File: src/rtl/word_uart_streamer.sv
`timescale 1ns/1ps
// word_uart_streamer
// Streams a block of 32-bit words from a synchronous-read memory to a
// byte-wide UART transmitter, least significant byte first, one byte in
// flight at a time.
//
// Ports
//   clk_in          single clock, all state on the rising edge
//   rst_in          asynchronous active-low reset
//   start_in        begin a transfer (honoured only while idle)
//   abort_in        cancel the transfer in progress, no done pulse
//   base_addr_in    first word address, sampled at start
//   num_words_in    number of words to send, sampled at start
//   addr_out        memory read address
//   word_in         memory read data, valid READ_LATENCY cycles after addr_out
//   tx_data_out     byte to the transmitter, held until the next trigger
//   tx_trigger_out  one-cycle send strobe
//   tx_busy_in      transmitter busy
//   busy_out        high whenever not idle
//   done_out        one-cycle pulse when a transfer completes
//
// state  | meaning
// IDLE   | waiting for start_in
// FETCH  | address held READ_LATENCY cycles, word captured on the last one
// SEND   | waiting for the transmitter to be free, then strobe one byte
// GAP    | one cycle for the transmitter to raise busy
// DRAIN  | waiting for the byte to finish, pick next byte/word or finish
// FINISH | done_out high for one cycle
module word_uart_streamer #(
    parameter int ADDR_WIDTH   = 16,
    parameter int READ_LATENCY = 2
) (
    input  logic                  clk_in,
    input  logic                  rst_in,
    input  logic                  start_in,
    input  logic                  abort_in,
    input  logic [ADDR_WIDTH-1:0] base_addr_in,
    input  logic [ADDR_WIDTH-1:0] num_words_in,
    output logic [ADDR_WIDTH-1:0] addr_out,
    input  logic [31:0]           word_in,
    output logic [7:0]            tx_data_out,
    output logic                  tx_trigger_out,
    input  logic                  tx_busy_in,
    output logic                  busy_out,
    output logic                  done_out
);

    localparam int LAT_W = (READ_LATENCY > 1) ? $clog2(READ_LATENCY) : 1;
    localparam logic [LAT_W-1:0] LAT_LAST = LAT_W'(READ_LATENCY - 1);

    typedef enum logic [2:0] {
        IDLE,
        FETCH,
        SEND,
        GAP,
        DRAIN,
        FINISH
    } state_t;

    state_t                state;
    logic [ADDR_WIDTH-1:0] num_q;
    // One bit wider than the count so a full 2^ADDR_WIDTH-1 transfer
    // can be compared without wrapping.
    logic [ADDR_WIDTH:0]   words_sent;
    logic [ADDR_WIDTH:0]   words_next;
    logic [1:0]            byte_idx;
    logic [LAT_W-1:0]      lat_cnt;
    logic [31:0]           word_q;

    assign words_next = words_sent + (ADDR_WIDTH+1)'(1);

    always_ff @(posedge clk_in or negedge rst_in) begin
        if (!rst_in) begin
            state          <= IDLE;
            addr_out       <= '0;
            tx_data_out    <= '0;
            tx_trigger_out <= 1'b0;
            busy_out       <= 1'b0;
            done_out       <= 1'b0;
            num_q          <= '0;
            words_sent     <= '0;
            byte_idx       <= '0;
            lat_cnt        <= '0;
            word_q         <= '0;
        end else begin
            tx_trigger_out <= 1'b0;
            done_out       <= 1'b0;
            if (abort_in && state != IDLE) begin
                state    <= IDLE;
                busy_out <= 1'b0;
            end else begin
                case (state)
                    IDLE: begin
                        if (start_in) begin
                            num_q      <= num_words_in;
                            words_sent <= '0;
                            byte_idx   <= '0;
                            lat_cnt    <= '0;
                            busy_out   <= 1'b1;
                            // An empty transfer leaves the address untouched.
                            if (num_words_in == '0) begin
                                state    <= FINISH;
                                done_out <= 1'b1;
                            end else begin
                                addr_out <= base_addr_in;
                                state    <= FETCH;
                            end
                        end
                    end
                    FETCH: begin
                        if (lat_cnt == LAT_LAST) begin
                            word_q <= word_in;
                            state  <= SEND;
                        end else begin
                            lat_cnt <= lat_cnt + LAT_W'(1);
                        end
                    end
                    SEND: begin
                        if (!tx_busy_in) begin
                            tx_trigger_out <= 1'b1;
                            tx_data_out    <= word_q[{byte_idx, 3'b000} +: 8];
                            state          <= GAP;
                        end
                    end
                    GAP: begin
                        state <= DRAIN;
                    end
                    DRAIN: begin
                        if (!tx_busy_in) begin
                            if (byte_idx != 2'd3) begin
                                byte_idx <= byte_idx + 2'd1;
                                state    <= SEND;
                            end else begin
                                words_sent <= words_next;
                                byte_idx   <= '0;
                                if (words_next < {1'b0, num_q}) begin
                                    addr_out <= addr_out + ADDR_WIDTH'(1);
                                    lat_cnt  <= '0;
                                    state    <= FETCH;
                                end else begin
                                    state    <= FINISH;
                                    done_out <= 1'b1;
                                end
                            end
                        end
                    end
                    FINISH: begin
                        state    <= IDLE;
                        busy_out <= 1'b0;
                    end
                    default: begin
                        state    <= IDLE;
                        busy_out <= 1'b0;
                    end
                endcase
            end
        end
    end

endmodule

File: config.mk
export PLATFORM = sky130hd
export DESIGN_NAME = word_uart_streamer
export DESIGN_NICKNAME = d
export VERILOG_FILES = /design/src/rtl/word_uart_streamer.sv
export SDC_FILE = /design/constraint.sdc
export NUM_CORES = 1
export LEC_CHECK = 0
export ABC_CLOCK_PERIOD_IN_PS = 5400
export CORE_MARGIN = 2
export CORE_UTILIZATION = 57
export CTS_CLUSTER_DIAMETER = 120
export DETAILED_ROUTE_END_ITERATION = 8
export GPL_ROUTABILITY_DRIVEN = 0
export PLACE_DENSITY = 0.95
export SLEW_MARGIN = 40
export SYNTH_ARGS = -nofsm -noshare
export SYNTH_HDL_FRONTEND = slang
export SYNTH_SLANG_ARGS = --single-unit
File: constraint.sdc
create_clock -name clk_in -period 5.4 [get_ports clk_in]
set_clock_uncertainty 0.1 [all_clocks]
set_input_delay 0.81 -clock clk_in [delete_from_list [all_inputs] [get_ports clk_in]]
set_output_delay 0.81 -clock clk_in [all_outputs]
set_load 0.01 [all_outputs]
==> metrics <==
WP data arrival 4.32 ns; DR iter-0 viols 411; share of layout cells above drive strength 1 12.7%; PortBufs 95; Min-Delay Path Class input port to async pin; total CTS buffers 9; Synth Warn # 0; diode count 0; CORE AREA 0.00881 sq mm; placed cells 713; DP HPWL 9240 microns; H-tree levels 3; EDFF count, synth 0; CP Class flop to flop; CTS tree yes; Max Fclk 241 MHz; Die ar. 0.00991 sq mm; Syn-to-layout area delta 24.5%; row count 34; reg2reg end addr_out[3]; CP top delay family compound AO/OA/AOI/OAI gates; sequential fraction of the synthesis area 47.1%; worst skew pair latency 0.37 ns; Worst slew margin 45.9%; routed len/inst 18.2 microns; Lkg Pwr 2.76 nW; DRT Wirelength 13,300 microns; Die Y 99.6 microns; ys async rst share 100%; CTS root buf clkbuf_8; Mapped Area 0.00520 sq mm; final antenna-violating net count 0; Final Setup Violations 0; Die Wd 99.6 microns; drt drc 0; Post-CTS Hold Buffers 0; crit-path max cell delay 0.45 ns; Max Root-Sink Buffers 2; Reg2Reg Depth 14; top_reg_cell synth dfrtp_1; Period minus WS final 4.16 ns; setup TNS 0 ns; gr usage total 28.0%; via count 4,481; max-cap violations 0; CTS Sinks 98; R2R setup slack 1.24 ns; crit path capture type flop; unrepaired setup endpoints after global routing no; Setup Fix Bufs, Post-CTS 0; crit path max-delay cell type or3_1; fin. max-slew vios 0; total gr overflow 0; DRT Pass-1 Iters 5; Initial Util 59.1%; fillcell total 577; mean post-synth cell area 9.82 sq um; global-route wire length before repair 21,900 microns; vias per std cell 6.15; peak supply drop 0.266 mV; RR Startpoint words_sent[0]; syn nets 617; Slew @ Worst Pin 0.809 ns; FF+latch count, synth 98; final hold viol count 0; io pins 96; Cells after Synth 530; Buf/Inv on CP 1; initial antenna violation count 0; post-synth cell types 48; status finished clean; worst endpoint required time 5.56 ns; maximum fanout along the worst path 17; largest net degree at the start of global routing 85; nets 703; PwrDens 451 mW/mm^2; non-filler cells, final 729; Final period util 77.0%; post_cts resized 0; worst path cell trace ha_1 > and4_1 > nand2_1 > or3_1 > xnor2_1 > ha_1 > a21oi_1 > nand2_1 > a2111oi_0 > a31oi_1 > o32ai_4 > buf_6 > o21ai_0 > a22o_1; vias in the first global route 4,568; clk slew on worst S/H paths 0.10 ns; crit path launch type flop
stage by stage:
step	util [%]	worst slack [ns]	power, W	hold slack (ns)	cell area, sq um
2_1_floorplan	-	2.00	0.00190	0.366	5200
3_3_place_gp	70.8	1.39	0.00226	0.383	6230
3_5_place_dp	71.1	1.32	0.00238	0.390	6260
4_1_cts	73.6	1.30	0.00292	0.177	6480
5_1_grt	73.6	0.992	0.00309	0.180	6480
6_report	73.6	1.24	0.00292	0.175	6480
cells by family after synthesis:
group                      after synthesis  synth area share [%]
and+or+nand+nor                        172                  15.3
AOI/OAI and AO/OA                      131                  14.9
DFF                                     98                  47.1
muxes                                   49                  12.3
buffers and inverters                   48                  3.61
adders and majority gates               18                  4.33
xor gates and xnor gates                14                  2.36
placed cells by master, fill, tap and decap left out, types with 2 or more instances in the layout:
cell	n
mux4_2	8
or4_1	2
clkdlybuf4s50_1	94
o31ai_1	5
inv_8	2
a31oi_1	10
ha_1	18
nor2b_1	3
nand3_1	18
nor4_1	3
a21o_1	3
dfrtp_1	98
nor3_1	4
buf_6	2
or3_4	2
nor3b_1	2
inv_1	21
nand2b_1	6
and3_1	6
a21oi_1	34
nand4_1	8
o22ai_1	4
xor2_1	8
clkbuf_8	10
o21ai_0	58
a22o_1	3
xnor2_1	6
mux2_2	41
buf_4	5
nor2_1	26
nand2_1	85
and4_1	3
synth_stat cells, drive strengths merged, types with 2 or more instances:
cell type	n	area (sq um)
xnor2	6	52.6
a21o	3	22.5
or4	2	15.0
o22ai	4	25.0
clkbuf	15	56.3
o21ai	59	295
nand3	18	90.1
inv	21	78.8
nor2b	3	18.8
ha	18	225
nand2	85	319
nor4	3	18.8
nor3b	2	15.0
and4	3	26.3
or3	3	28.8
nor2	26	97.6
buf	12	52.6
mux2	41	462
xor2	8	70.1
dfrtp	98	2450
mux4	8	180
a21oi	34	170
nand2b	6	37.5
a2111oi	2	36.3
and3	6	37.5
nor3	5	25.0
o31ai	5	37.5
nand4	9	62.6
a22o	3	26.3
a31oi	10	62.6
flip-flops by register name, indices dropped and copies added (netlist names):
signal	cells
word_q	32
words_sent	17
addr_out	16
num_q	16
tx_data_out	8
state	3
byte_idx	2
busy_out	1
done_out	1
lat_cnt	1
tx_trigger_out	1
worst max-delay path by stage:
stage,startpoint,to,slack [ns],depth (start not counted)
3_5_place_dp,words_sent[0],addr_out[3],1.32,14
3_3_place_gp,words_sent[0],addr_out[3],1.39,13
6_report,words_sent[0],addr_out[3],1.24,14
5_1_grt,words_sent[0],addr_out[3],0.99,14
4_1_cts,words_sent[0],addr_out[3],1.30,14
2_1_floorplan,words_sent[0],addr_out[8],2.00,14
worst register-to-register path: cells and delay by family (launching register included):
kind | cells | cell delay [ns]
DFF | 1 | 0.43
adders and majority gates | 2 | 0.60
xor gates and xnor gates | 1 | 0.16
AOI/OAI and AO/OA | 6 | 1.56
and+or+nand+nor | 4 | 0.97
buffers and inverters | 1 | 0.24
layer usage:
metal / track usage, % / vias up / routed length, microns
li1: - / 2067 / -
met1: 34.1 / 2202 / 5220
met2: 49.4 / 177 / 6820
met3: 4.92 / 35 / 829
met4: 11.5 / 0 / 418
met5: 0 / - / 0
report_power, final:
part           internal [W]  total [W]  switching (W)
sequential          0.00101    0.00125       0.000238
combinational      0.000594    0.00115       0.000561
clock              0.000227   0.000515       0.000287
total               0.00183    0.00292        0.00109
final cells by class:
type,count,area (sq um),share of cell area (%)
clock buffers,9,124,1.91
clock inverters,7,93.8,1.45
inverters,21,78.8,1.22
multi-input cells,384,2580,39.8
flip-flops and latches,98,2450,37.8
well taps,108,135,2.09
repair buffers,102,1010,15.7
Note: power is estimated with default switching activity, not from simulation.
